$ cat config.mk
export PLATFORM = sky130hd
export DESIGN_NAME = arrow_spawner
export DESIGN_NICKNAME = d
export VERILOG_FILES = /design/src/rtl/arrow_spawner.sv
export SDC_FILE = /design/constraint.sdc
export NUM_CORES = 1
export LEC_CHECK = 0
export ABC_AREA = 1
export BUFFER_PORTS_ARGS = -buffer_cell sky130_fd_sc_hd__buf_4
export CORE_MARGIN = 4
export CORE_UTILIZATION = 50
export CTS_CLUSTER_SIZE = 8
export DETAILED_ROUTE_END_ITERATION = 8
export HOLD_SLACK_MARGIN = 0.06
export PLACE_DENSITY = 0.86
export SLEW_MARGIN = 20
export SYNTH_ARGS = -nofsm -noshare
export SYNTH_HDL_FRONTEND = slang
export SYNTH_SLANG_ARGS = --single-unit
$ cat constraint.sdc
create_clock -name clk -period 1.65 [get_ports clk]
set_input_delay 0.165 -clock clk [delete_from_list [all_inputs] [get_ports clk]]
set_output_delay 0.165 -clock clk [all_outputs]
set_load 0.01 [all_outputs]
$ cat src/rtl/arrow_spawner.sv
// arrow_spawner: game-side driver for the arrow sprite.
// Launches one arrow at a time with an LFSR-chosen direction and a speed taken
// from the score. It resolves each arrow from is_hit_in/hit_player_in and keeps
// the score, the lives and the game-over flag. All frame counters advance only
// on the frame tick (hcount_in == 0 && vcount_in == 0).
// Optional feature: define SPAWNER_NO_REPEAT_EN so that no two consecutive
// arrows are launched in the same direction.
module arrow_spawner #(
  parameter int          LIVES         = 3,
  parameter int          GAP_FRAMES    = 30,
  parameter int          FLIGHT_FRAMES = 240,
  parameter logic [15:0] LFSR_SEED     = 16'hACE1
) (
  input  logic        clk,
  input  logic        rst,
  input  logic [10:0] hcount_in,
  input  logic [9:0]  vcount_in,
  input  logic        start_in,
  input  logic        is_hit_in,
  input  logic        hit_player_in,
  output logic        arrow_valid_out,
  output logic [1:0]  direction_out,
  output logic [2:0]  speed_out,
  output logic [7:0]  score_out,
  output logic [1:0]  lives_out,
  output logic        game_over_out
);

  localparam int GW = (GAP_FRAMES    < 2) ? 1 : $clog2(GAP_FRAMES + 1);
  localparam int FW = (FLIGHT_FRAMES < 2) ? 1 : $clog2(FLIGHT_FRAMES + 1);

  localparam logic [15:0]   SEED        = (LFSR_SEED == 16'h0000) ? 16'h0001 : LFSR_SEED;
  localparam logic [GW-1:0] GAP_LOAD    = GW'(GAP_FRAMES);
  localparam logic [FW-1:0] FLIGHT_LOAD = FW'(FLIGHT_FRAMES);
  localparam logic [1:0]    LIVES_LOAD  = 2'(LIVES);

  typedef enum logic [1:0] {
    S_IDLE,
    S_GAP,
    S_FLIGHT,
    S_OVER
  } state_t;

  state_t        state_q, state_d;
  logic [15:0]   lfsr_q;
  logic [GW-1:0] gap_q, gap_d;
  logic [FW-1:0] flight_q, flight_d;
  logic [7:0]    score_q, score_d;
  logic [1:0]    lives_q, lives_d;
  logic [1:0]    dir_q, dir_d;
  logic [2:0]    speed_q, speed_d;
  logic          valid_q, valid_d;
  logic          over_q, over_d;
  logic          hit_q;

  logic       tick;
  logic       hit_rise;
  logic       start_game;
  logic       launch;
  logic       lfsr_fb;
  logic [1:0] launch_dir;
  logic [5:0] speed_sum;
  logic [2:0] launch_speed;
  logic [7:0] score_inc;

  assign tick       = (hcount_in == '0) && (vcount_in == '0);
  assign hit_rise   = is_hit_in && !hit_q;
  assign start_game = ((state_q == S_IDLE) || (state_q == S_OVER)) && start_in;
  assign launch     = (state_q == S_GAP) && tick && (gap_q == GW'(1));
  assign lfsr_fb    = lfsr_q[15] ^ lfsr_q[13] ^ lfsr_q[12] ^ lfsr_q[10];

  // Speed grows by one every 8 blocked arrows, capped at 7.
  assign speed_sum    = 6'd1 + {1'b0, score_q[7:3]};
  assign launch_speed = (speed_sum > 6'd7) ? 3'd7 : speed_sum[2:0];
  assign score_inc    = (score_q == 8'hFF) ? score_q : score_q + 8'd1;

`ifdef SPAWNER_NO_REPEAT_EN
  logic first_q;

  // direction_out still holds the previous arrow's direction, so it serves as
  // the reference; first_q frees the first arrow of each game.
  assign launch_dir = (!first_q && (lfsr_q[1:0] == dir_q)) ? dir_q + 2'd1 : lfsr_q[1:0];

  // Marks the first launch after a game start as unconstrained.
  always_ff @(posedge clk) begin
    if (rst) begin
      first_q <= 1'b1;
    end else if (start_game) begin
      first_q <= 1'b1;
    end else if (launch) begin
      first_q <= 1'b0;
    end
  end
`else
  assign launch_dir = lfsr_q[1:0];
`endif

  // Free-running Fibonacci LFSR and the is_hit_in edge register.
  always_ff @(posedge clk) begin
    if (rst) begin
      lfsr_q <= SEED;
      hit_q  <= 1'b0;
    end else begin
      lfsr_q <= {lfsr_q[14:0], lfsr_fb};
      hit_q  <= is_hit_in;
    end
  end

  // State and registered outputs.
  always_ff @(posedge clk) begin
    if (rst) begin
      state_q  <= S_IDLE;
      gap_q    <= '0;
      flight_q <= '0;
      score_q  <= '0;
      lives_q  <= '0;
      dir_q    <= '0;
      speed_q  <= '0;
      valid_q  <= 1'b0;
      over_q   <= 1'b0;
    end else begin
      state_q  <= state_d;
      gap_q    <= gap_d;
      flight_q <= flight_d;
      score_q  <= score_d;
      lives_q  <= lives_d;
      dir_q    <= dir_d;
      speed_q  <= speed_d;
      valid_q  <= valid_d;
      over_q   <= over_d;
    end
  end

  // Next-state, counter and output decisions.
  always_comb begin
    state_d  = state_q;
    gap_d    = gap_q;
    flight_d = flight_q;
    score_d  = score_q;
    lives_d  = lives_q;
    dir_d    = dir_q;
    speed_d  = speed_q;
    valid_d  = valid_q;
    over_d   = over_q;

    case (state_q)
      S_IDLE, S_OVER: begin
        if (start_game) begin
          state_d = S_GAP;
          lives_d = LIVES_LOAD;
          score_d = '0;
          gap_d   = GAP_LOAD;
          valid_d = 1'b0;
          over_d  = 1'b0;
        end
      end

      S_GAP: begin
        valid_d = 1'b0;
        if (launch) begin
          state_d  = S_FLIGHT;
          dir_d    = launch_dir;
          speed_d  = launch_speed;
          flight_d = FLIGHT_LOAD;
          valid_d  = 1'b1;
        end else if (tick) begin
          gap_d = gap_q - GW'(1);
        end
      end

      S_FLIGHT: begin
        valid_d = 1'b1;
        // Priority: a player hit, then a block, then the flight timeout.
        if (hit_player_in) begin
          lives_d = lives_q - 2'd1;
          valid_d = 1'b0;
          if (lives_q == 2'd1) begin
            state_d = S_OVER;
            over_d  = 1'b1;
          end else begin
            state_d = S_GAP;
            gap_d   = GAP_LOAD;
          end
        end else if (hit_rise) begin
          score_d = score_inc;
          valid_d = 1'b0;
          state_d = S_GAP;
          gap_d   = GAP_LOAD;
        end else if (tick) begin
          if (flight_q == FW'(1)) begin
            valid_d = 1'b0;
            state_d = S_GAP;
            gap_d   = GAP_LOAD;
          end else begin
            flight_d = flight_q - FW'(1);
          end
        end
      end

      default: begin
        state_d = S_IDLE;
        valid_d = 1'b0;
      end
    endcase
  end

  assign arrow_valid_out = valid_q;
  assign direction_out   = dir_q;
  assign speed_out       = speed_q;
  assign score_out       = score_q;
  assign lives_out       = lives_q;
  assign game_over_out   = over_q;

endmodule

==> impl_metrics.py, run 1 <==
metrics = {
    "outcome": {
        "outcome": "complete, but fails checks",
        "violations": "setup timing",
    },
    "drt": {
        "drt_iter0_markers": 158,
        "drcViolationCount": 0,
        "routedWlPerCell_um": 12.7,
        "drtPass1Iterations": 4,
        "highest-signal-layer": "met4",
        "met1_length_mm": 2.48,
        "routed_wl_mm": 6.02,
        "vias": 2391,
        "dr_wl_met2_mm": 3.00,
        "antenna_left": 0,
        "dr_wl_met3_um": 401,
        "viasPerCell": 5.03,
    },
    "timing": {
        "finalHoldViolCount": 0,
        "fin_skew_ns": 0.00801,
        "tightest_slew_ns": 0.367,
        "layout_setup_ws_ns": -0.0541,
        "min_period_over_period_pct": 103,
        "max_slew_margin_pct": 75.5,
        "rsz0062_at_grt": "true",
        "fin_crit_ns": 1.70,
        "fmax_mhz": 587,
        "finalSetupViolCount": 14,
        "maxSlewViolCount": 0,
    },
    "layout": {
        "drive_above_1_share_pct": 30.1,
        "final_cells": 475,
        "nNetsFinal": 444,
        "area_growth_pct": 30.8,
        "fin_area_mm2": 0.00329,
        "antenna_cells": 0,
    },
    "die": {
        "dieArea_mm2": 0.00623,
        "chipWidth_um": 78.9,
        "ios": 43,
        "core_area_mm2": 0.00479,
        "initial_utilization_pct": 52.5,
        "rows": 25,
        "die_h_um": 78.9,
    },
    "place": {
        "io_buffers": 42,
        "dpl_worst_slack_ns": -0.112,
        "placed_cells": 458,
        "hpwl_mm": 4.12,
        "gp_congestion": 0.817,
        "place_area_mm2": 0.00298,
    },
    "synthesis": {
        "synth_top_area_cell": "dfxtp_1",
        "synthDistinctLibCells": 37,
        "avgSynthCellArea_um2": 7.31,
        "synthTopCellsByArea": "dfxtp_1 39%, nor2_1 9.3%, nand2_1 8.5%",
        "syn-num-nets": 381,
        "synth_seq_cells": 49,
        "netlist.area_leader.share_pct": 39.0,
        "ys_seq_area_share_pct": 39.0,
        "synth_area_mm2": 0.00251,
        "yosysWarnings": 0,
        "syn_inst": 344,
    },
    "clock_network": {
        "clk_pin_slew_ns": 0.10,
        "clkLatencyLatePin_ns": 0.31,
        "htreeDepth": 2,
        "clock-root-buffer": "clkbuf_8",
        "cts_tree": "done",
        "cts_made_buffers": 5,
        "clock_path_buffers": 2,
        "cts.sink_count": 49,
    },
    "power": {
        "pwr_density_cell_mw_per_mm2": 1460,
        "total_power_w": 0.00481,
        "p_leak_nw": 1.58,
        "peakVddDrop_mv": 0.834,
    },
    "critical_path": {
        "cp_data_arrival_time_ns": 1.92,
        "critPathLaunchType": "flop",
        "critPathKind": "flop to flop",
        "end_kind": "flop",
        "critPathMaxFanout": 6,
        "r2r_slack_ns": -0.05,
        "critPathRequiredTime_ns": 1.86,
    },
    "grt": {
        "grt_pass1_vias": 2293,
        "grt_max_degree": 22,
        "track_usage_pct": 18.9,
        "grt_first_pass_wirelength_mm": 9.59,
        "grt-ovfl-total": 0,
        "antenna_found_initial": 0,
    },
    "worst_hold_path": {
        "worstHoldPathType": "input port to flop",
    },
    "flow_run": {
        "cap_violations": 0,
    },
}
-- final cells by class --
class,instances,area (um^2)
fill,379,1500
multi-input combinational,238,1410
clock inverter,3,28.8
sequential,49,990
clock buffer,5,68.8
tap,67,83.8
timing repair buffer,64,517
inverter,49,189
-- per-layer routing --
metal  track usage (%)  vias up
li1                  -     1211
met1              21.2     1079
met2              34.6       88
met3              4.88       13
met4              6.36        0
met5                 0        -
-- final timing paths --
path,startpoint,to,depth (start not counted)
setup reg to reg,state_q[0],flight_q[6],10
setup / recovery,state_q[0],flight_q[6],10
hold reg to reg,lfsr_q[11],lfsr_q[12],2
hold / removal,is_hit_in,hit_q,3
-- flip-flops by register name (all words and copies together), names as in the netlist, 2 cells and up --
register	count
gap_q	5
state_q	2
score_out	8
flight_q	8
speed_out	3
lives_out	2
direction_out	2
lfsr_q	16
-- Yosys cell counts --
library cell / instances
nor2_1: 62
nand2_1: 57
xor2_1: 3
xnor2_1: 1
nor2_8: 1
nand4_1: 10
o21ai_0: 14
or2_1: 2
clkbuf_1: 5
a21oi_4: 1
nor3_1: 8
nand3b_1: 2
nand2_4: 1
ha_1: 11
or2_2: 10
nor2_4: 2
a21o_1: 1
o21ai_4: 1
dfxtp_1: 49
nand4_4: 1
nand2_2: 4
buf_6: 1
nand3_4: 2
nor3_2: 1
clkinv_2: 1
inv_1: 44
a31oi_1: 3
nor2_2: 2
nand3_2: 1
nor4_1: 1
or2_4: 1
o21ai_1: 2
a21oi_1: 16
a211oi_1: 2
nand3_1: 15
inv_2: 4
buf_4: 2
-- cells in the final DEF (no fill, tap or decap), types with 8 or more instances in the layout --
| master | netlist | final |
|---|---|---|
| a21oi_1 | 16 | 15 |
| inv_1 | 44 | 42 |
| dfxtp_1 | 49 | 44 |
| o21ai_0 | 14 | 13 |
| buf_4 | 2 | 59 |
| nor3_1 | 8 | 8 |
| nand2_1 | 57 | 55 |
| nand3_1 | 15 | 15 |
| nand4_1 | 10 | 10 |
| nor2_1 | 62 | 59 |
| or2_2 | 10 | 10 |
| ha_1 | 11 | 9 |
-- worst max-delay path: stages (launching register included) --
cell     delay [ns]
dfxtp_2        0.36
buf_4          0.13
ha_4           0.14
nand3_1        0.10
nor2_2         0.18
nand4_4        0.20
nand2_8        0.18
buf_4          0.13
nand3_1        0.07
nand2_1        0.08
nor2_1         0.04
-- power breakdown --
part           switching [W]  total, W  internal, W
clock network       0.000443  0.000761     0.000317
registers           0.000156   0.00158      0.00142
logic                0.00143   0.00247      0.00104
-- stage by stage --
step           util [%]  TNS (ns)  hold WS [ns]
6_report           68.7    -0.355        0.0868
4_1_cts            65.3  -0.00264        0.0896
2_1_floorplan         -         0         0.290
3_3_place_gp       62.2  -0.00792         0.387
5_1_grt            68.7     -2.02        0.0962
3_5_place_dp       62.2     -1.01         0.399
-- kinds of logic after synthesis --
kind of cell    Yosys count  share of synthesized area [%]
flops                    49                           39.0
compound gates           40                           9.30
fa+ha+maj                11                           5.47
simple gates            183                           35.7
xor+xnor                  4                           1.39
buf+inv                  57                           9.15
-- timing repair --
action	4_1_cts	5_1_grt
pin swaps	6	8
buffers inserted	2	7
hold buffers	0	0
resized for setup	8	26
endpoints found under the setup margin	19	23
No activity file was read; power rests on OpenSTA's default activity.
==> run 2, diff against run 1 <==
--- a/config.mk
+++ b/config.mk
@@ -6,11 +6,13 @@
 export NUM_CORES = 1
 export LEC_CHECK = 0
 export ABC_AREA = 1
-export BUFFER_PORTS_ARGS = -buffer_cell sky130_fd_sc_hd__buf_4
+export CELL_PAD_IN_SITES_DETAIL_PLACEMENT = 1
+export CELL_PAD_IN_SITES_GLOBAL_PLACEMENT = 1
 export CORE_MARGIN = 4
-export CORE_UTILIZATION = 50
+export CORE_UTILIZATION = 41
 export CTS_CLUSTER_SIZE = 8
 export DETAILED_ROUTE_END_ITERATION = 8
+export DONT_BUFFER_PORTS = 1
 export HOLD_SLACK_MARGIN = 0.06
 export PLACE_DENSITY = 0.86
 export SLEW_MARGIN = 20
==> run 2 against run 1 <==
  * The run still ends with setup timing left
  * Critical path depth grew 1
  * Register-to-register slack barely moved
  * Critical endpoint is now score_out[7]
  * Sequential power barely moved
  * Clock power up 2%
  * Final cell count down 3.2%
  * Largest power group unchanged
  * Clock-buffer cell count stayed put
==> impl_metrics.py, run 2 (synthesized netlist as in run 1, its figures left out) <==
metrics = {
    "outcome": {
        "outcome": "complete, but fails checks",
        "violations": "setup timing",
    },
    "timing": {
        "rsz0062_at_grt": "true",
        "tightest_slew_ns": 0.720,
        "fin_crit_ns": 1.71,
        "fin_skew_ns": 0.00864,
        "finalHoldViolCount": 0,
        "fmax_mhz": 586,
        "finalSetupViolCount": 11,
        "maxSlewViolCount": 0,
        "min_period_over_period_pct": 103,
        "max_slew_margin_pct": 51.8,
        "layout_setup_ws_ns": -0.0563,
    },
    "place": {
        "io_buffers": 0,
        "gp_congestion": 0.857,
        "place_area_mm2": 0.00277,
        "hpwl_mm": 4.81,
    },
    "critical_path": {
        "critPathLaunchType": "flop",
        "path_common_cell": "nor2_4",
        "end_kind": "flop",
        "cp-startpoint": "state_q[0]",
        "cp_data_arrival_time_ns": 1.92,
        "critPathKind": "flop to flop",
        "critPathRequiredTime_ns": 1.87,
        "path_cells": "inv_2, ha_4, buf_4, nand2_2, o21ai_2, nor2_4, nand2_4, nor2_4, nand3_1, nand2_1, a21oi_1",
        "critPathMaxFanout": 11,
        "cp_slowest_cell": "dfxtp_2",
        "r2r-start": "state_q[0]",
        "crit_buf_inv": 2,
        "path_delay_family": "simple AND/OR/NAND/NOR gates",
        "critical_path.max_stage_delay_ns": 0.38,
    },
    "layout": {
        "nNetsFinal": 421,
        "area_growth_pct": 30.2,
        "fillers": 741,
        "largest_reg_flops": 16,
        "fin_area_mm2": 0.00327,
        "largest_register": "lfsr_q",
        "drive_above_1_share_pct": 32.7,
        "antenna_cells": 0,
        "mostFrequentLayoutCells": "54 x nor2_1, 47 x nand2_1, 46 x dfxtp_1, 38 x inv_1, 28 x buf_4",
        "layout_commonest_cell": "nor2_1",
    },
    "drt": {
        "routedWlPerCell_um": 17.6,
        "drt_iter0_markers": 99,
        "viasPerCell": 5.28,
        "drtPass1Iterations": 4,
        "vias": 2431,
        "antenna_left": 0,
        "routed_wl_mm": 8.11,
        "drcViolationCount": 0,
    },
    "power": {
        "switching_share_pct": 45.0,
        "peakVddDrop_mv": 0.729,
        "pwr_density_cell_mw_per_mm2": 1630,
        "seq_power_share_pct": 30.2,
        "p_leak_nw": 1.47,
        "p_int_w": 0.00293,
        "p_switching_w": 0.00240,
        "total_power_w": 0.00533,
        "power_frac_clock_pct": 14.5,
        "combPwrFrac_pct": 55.3,
    },
    "clock_network": {
        "clkLatencyLatePin_ns": 0.32,
        "cts.sink_count": 49,
        "clk_pin_slew_ns": 0.10,
        "clock_path_buffers": 2,
        "clock-root-buffer": "clkbuf_8",
        "cts_tree": "done",
        "cts_made_buffers": 5,
        "htreeDepth": 2,
    },
    "worst_hold_path": {
        "hp-start": "rst",
        "worstHoldPathType": "input port to flop",
    },
    "grt": {
        "grt-ovfl-total": 0,
        "track_usage_pct": 20.1,
        "grt_pass1_vias": 2574,
        "grt_first_pass_wirelength_mm": 12.0,
        "antenna_found_initial": 0,
        "grt_max_degree": 21,
    },
    "die": {
        "chipWidth_um": 86.3,
        "dieArea_mm2": 0.00745,
        "ios": 43,
        "rows": 28,
        "core_area_mm2": 0.00592,
        "die_h_um": 86.3,
        "initial_utilization_pct": 42.5,
    },
    "flow_run": {
        "cap_violations": 0,
    },
}
[run 2: cell count changes in the layout (fill, tap and decap cells not counted), moves of 3 or more]
cell and change:
nand2_2 +8, buf_4 -31, nand2_1 -8, a21oi_2 +4
buf_6 +4, nand3_1 -4, a21oi_1 -4, nor2_1 -5
nand3_2 +3, inv_1 -4, nor2_2 +4
[run 2: path summary, 6_finish.rpt]
path	to	slack [ns]	cells after the start
worst max-delay path	score_out[7]	-0.06	11
worst min-delay path	flight_q[3]	0.20	3
worst max register to register	score_out[7]	-0.06	11
worst min register to register	lfsr_q[12]	0.42	2
[run 2: worst reg2reg max path, cell delays in order, from the launching register on]
cell and delay (ns):
dfxtp_2 0.38, inv_2 0.06, ha_4 0.16, buf_4 0.19, nand2_2 0.10, o21ai_2 0.08
nor2_4 0.14, nand2_4 0.10, nor2_4 0.16, nand3_1 0.10, nand2_1 0.08, a21oi_1 0.06
[run 2: repair_timing]
action	CTS	global route
cloned	0	1
hold endpoints to repair	20	0
resized for setup	16	56
setup buffers	6	10
setup endpoints to repair	20	31
hold buffers	2	0
pin swaps	9	29
[run 2: power by group through the flow]
| stage | logic, W | clock network (W) | registers (W) |
|---|---|---|---|
| floorplan | 0.00147 | 0 | 0.00158 |
| global placement | 0.00201 | 0 | 0.00158 |
| detailed placement | 0.00211 | 0 | 0.00160 |
| CTS | 0.00235 | 0.000778 | 0.00158 |
| global route | 0.00324 | 0.000840 | 0.00164 |
| finish | 0.00294 | 0.000773 | 0.00161 |
[run 2: layout make-up]
type                    instances  area, um^2  share of cell area, %
flip-flops and latches         49         987                   30.1
clock inverters                 3        25.0                  0.764
well taps                      75        93.8                   2.87
repair buffers                 40         369                   11.3
multi-input cells             239        1530                   46.8
clock buffers                   5        68.8                   2.10
inverters                      49         199                   6.08
[run 2: per-layer routing]
metal | routed length (um) | global-route usage (%)
met5 | 0 | 0
met4 | 226 | 5.95
met3 | 368 | 4.37
met2 | 4440 | 37.1
met1 | 3080 | 23.1
[run 2: per-stage QoR]
stage / std cells / setup TNS [ns] / util [%] / hold WS [ns] / worst slack, ns
2_1_floorplan: 344 / 0 / - / 0.290 / 0.00764
3_3_place_gp: 435 / -0.00379 / 46.7 / 0.237 / -0.00379
3_5_place_dp: 435 / -0.295 / 46.7 / 0.239 / -0.0635
4_1_cts: 451 / -0.0729 / 50.4 / 0.174 / -0.0197
5_1_grt: 460 / -2.07 / 55.3 / 0.220 / -0.125
6_report: 460 / -0.279 / 55.3 / 0.198 / -0.0563
==> run 3, diff against run 2 <==
--- a/config.mk
+++ b/config.mk
@@ -14,7 +14,7 @@
 export DETAILED_ROUTE_END_ITERATION = 8
 export DONT_BUFFER_PORTS = 1
 export HOLD_SLACK_MARGIN = 0.06
-export PLACE_DENSITY = 0.86
+export PLACE_DENSITY_LB_ADDON = 0.1
 export SLEW_MARGIN = 20
 export SYNTH_ARGS = -nofsm -noshare
 export SYNTH_HDL_FRONTEND = slang
==> constraint.sdc (replaced) <==
create_clock -name clk -period 1.5 [get_ports clk]
set_input_delay 0.15 -clock clk [delete_from_list [all_inputs] [get_ports clk]]
set_output_delay 0.15 -clock clk [all_outputs]
set_load 0.01 [all_outputs]
==> run 3 against run 2 <==
  * Fmax increased by 3.8%
  * Register-to-register slack got worse by 0.09 ns
  * The flow still finishes with violations (setup timing)
  * Clock power rose by 14%
  * Cell area is 2.4% higher
  * Routed wire length down 12%
  * Global-route usage is 2.0 points lower
  * Worst hold slack worse by 0.067 ns
  * Sequential power grew 7%
  * Via count fell by 1.8%
  * First-iteration DRC count fell by 43%
  * Total power is 9.2% higher
  * Largest power group unchanged
==> impl_metrics.py, run 3 (synthesized netlist as in run 1, its figures left out) <==
metrics = {
    "timing": {
        "fin_crit_ns": 1.64,
        "finalSetupViolCount": 28,
        "rsz0062_at_grt": "true",
        "finalHoldViolCount": 0,
        "fin_setup_tns_ns": -2.99,
        "max_slew_margin_pct": 52.4,
        "min_period_over_period_pct": 110,
        "layout_setup_ws_ns": -0.144,
        "fmax_mhz": 608,
        "tightest_slew_ns": 0.711,
        "maxSlewViolCount": 0,
        "fin_skew_ns": 0.0107,
    },
    "place": {
        "hpwl_mm": 4.63,
        "placed_cells": 452,
        "io_buffers": 0,
        "gp_congestion": 0.803,
    },
    "flow_run": {
        "cap_violations": 0,
    },
    "outcome": {
        "outcome": "complete, but fails checks",
        "violations": "setup timing",
    },
    "die": {
        "dieArea_mm2": 0.00745,
        "initial_utilization_pct": 42.5,
        "chipWidth_um": 86.3,
        "rows": 28,
        "ios": 43,
        "core_area_mm2": 0.00592,
        "die_h_um": 86.3,
    },
    "power": {
        "p_int_w": 0.00330,
        "switching_share_pct": 43.2,
        "peakVddDrop_mv": 0.810,
        "p_switching_w": 0.00251,
        "power_frac_clock_pct": 15.1,
        "seq_power_share_pct": 29.5,
        "combPwrFrac_pct": 55.4,
        "p_leak_nw": 1.54,
        "pwr_density_cell_mw_per_mm2": 1730,
    },
    "worst_hold_path": {
        "worstHoldPathType": "input port to flop",
    },
    "layout": {
        "antenna_cells": 0,
        "nNetsFinal": 437,
        "largest_register": "lfsr_q",
        "mostFrequentLayoutCells": "57 x nor2_1, 48 x nand2_1, 46 x dfxtp_1, 43 x buf_4, 37 x inv_1",
        "fillers": 761,
        "area_growth_pct": 33.4,
        "drive_above_1_share_pct": 34.7,
        "layout_commonest_cell": "nor2_1",
        "final_cells": 476,
        "largest_reg_flops": 16,
    },
    "critical_path": {
        "critPathMaxFanout": 5,
        "critPathKind": "flop to flop",
        "end_kind": "flop",
        "critPathLaunchType": "flop",
        "critPathRequiredTime_ns": 1.77,
        "cp_data_arrival_time_ns": 1.91,
    },
    "drt": {
        "vias": 2388,
        "drtPass1Iterations": 4,
        "antenna_left": 0,
        "routed_wl_mm": 7.11,
        "drt_iter0_markers": 56,
        "viasPerCell": 5.02,
        "routedWlPerCell_um": 14.9,
        "drcViolationCount": 0,
    },
    "grt": {
        "grt-ovfl-total": 0,
        "antenna_found_initial": 0,
        "grt_pass1_vias": 2342,
        "grt_first_pass_wirelength_mm": 10.8,
        "track_usage_pct": 18.1,
        "grt_max_degree": 21,
    },
    "clock_network": {
        "htreeDepth": 2,
        "cts.sink_count": 49,
        "cts_tree": "done",
        "cts_made_buffers": 5,
        "clkLatencyLatePin_ns": 0.32,
        "clock-root-buffer": "clkbuf_8",
        "clock_path_buffers": 2,
        "clk_pin_slew_ns": 0.11,
    },
}
run 3: layout make-up:
class | instances | area, um^2 | area share [%]
tap | 75 | 93.8 | 2.80
sequential | 49 | 985 | 29.4
clock inverter | 3 | 28.8 | 0.858
timing repair inverter | 1 | 5.00 | 0.149
inverter | 49 | 204 | 6.08
clock buffer | 5 | 68.8 | 2.05
timing repair buffer | 55 | 464 | 13.8
multi-input combinational | 239 | 1510 | 44.9
run 3: timing repair:
action | 4_1_cts | 5_1_grt
hold endpoints to repair | 20 | 0
setup endpoints to repair | 28 | 32
pin swaps | 16 | 16
cloned | 1 | 1
gates resized for setup | 27 | 30
hold buffers | 2 | 0
buffers inserted | 5 | 7
run 3: worst max-delay path: stages, from the launching register on:
cell and delay [ns]:
dfxtp_2 0.36, inv_2 0.05, ha_4 0.28, inv_4 0.04, or2_4 0.24, nand2_4 0.09, nor2_4 0.05, nand2_4 0.11
nor2_2 0.06, or2_1 0.21, a21oi_2 0.10
run 3: worst paths after layout:
path                            slack, ns            to  cells after the start  startpoint
worst max-delay path                -0.14  score_out[2]                     10  state_q[0]
worst min-delay path                 0.13    state_q[1]                      3         rst
worst max register to register      -0.14  score_out[2]                     10  state_q[0]
worst min register to register       0.41     lfsr_q[3]                      2   lfsr_q[2]
run 3: layer usage:
| metal | up-vias | part of all wire, % | track usage, % |
|---|---|---|---|
| met5 | - | 0 | 0 |
| met4 | 0 | 1.9 | 7.51 |
| met3 | 12 | 5.6 | 3.80 |
| met2 | 48 | 50 | 31.7 |
| met1 | 1127 | 43 | 21.4 |
| li1 | 1201 | - | - |
run 3: per-stage QoR:
step | instance area, um^2 | setup WS [ns] | total power, W | utilization [%] | hold slack (ns)
floorplan | 2580 | -0.0913 | 0.00345 | - | 0.275
global placement | 2940 | -0.0893 | 0.00423 | 49.7 | 0.223
detailed placement | 2940 | -0.129 | 0.00431 | 49.7 | 0.226
CTS | 3210 | -0.0952 | 0.00551 | 54.2 | 0.140
global route | 3350 | -0.263 | 0.00626 | 56.7 | 0.143
finish | 3350 | -0.144 | 0.00582 | 56.7 | 0.131
run 3: power groups by stage:
| stage | sequential [W] | clock, W | combinational [W] |
|---|---|---|---|
| 2_1_floorplan | 0.00175 | 0 | 0.00170 |
| 3_3_place_gp | 0.00172 | 0 | 0.00251 |
| 3_5_place_dp | 0.00173 | 0 | 0.00258 |
| 4_1_cts | 0.00170 | 0.000902 | 0.00291 |
| 5_1_grt | 0.00175 | 0.000960 | 0.00355 |
| 6_report | 0.00172 | 0.000881 | 0.00322 |
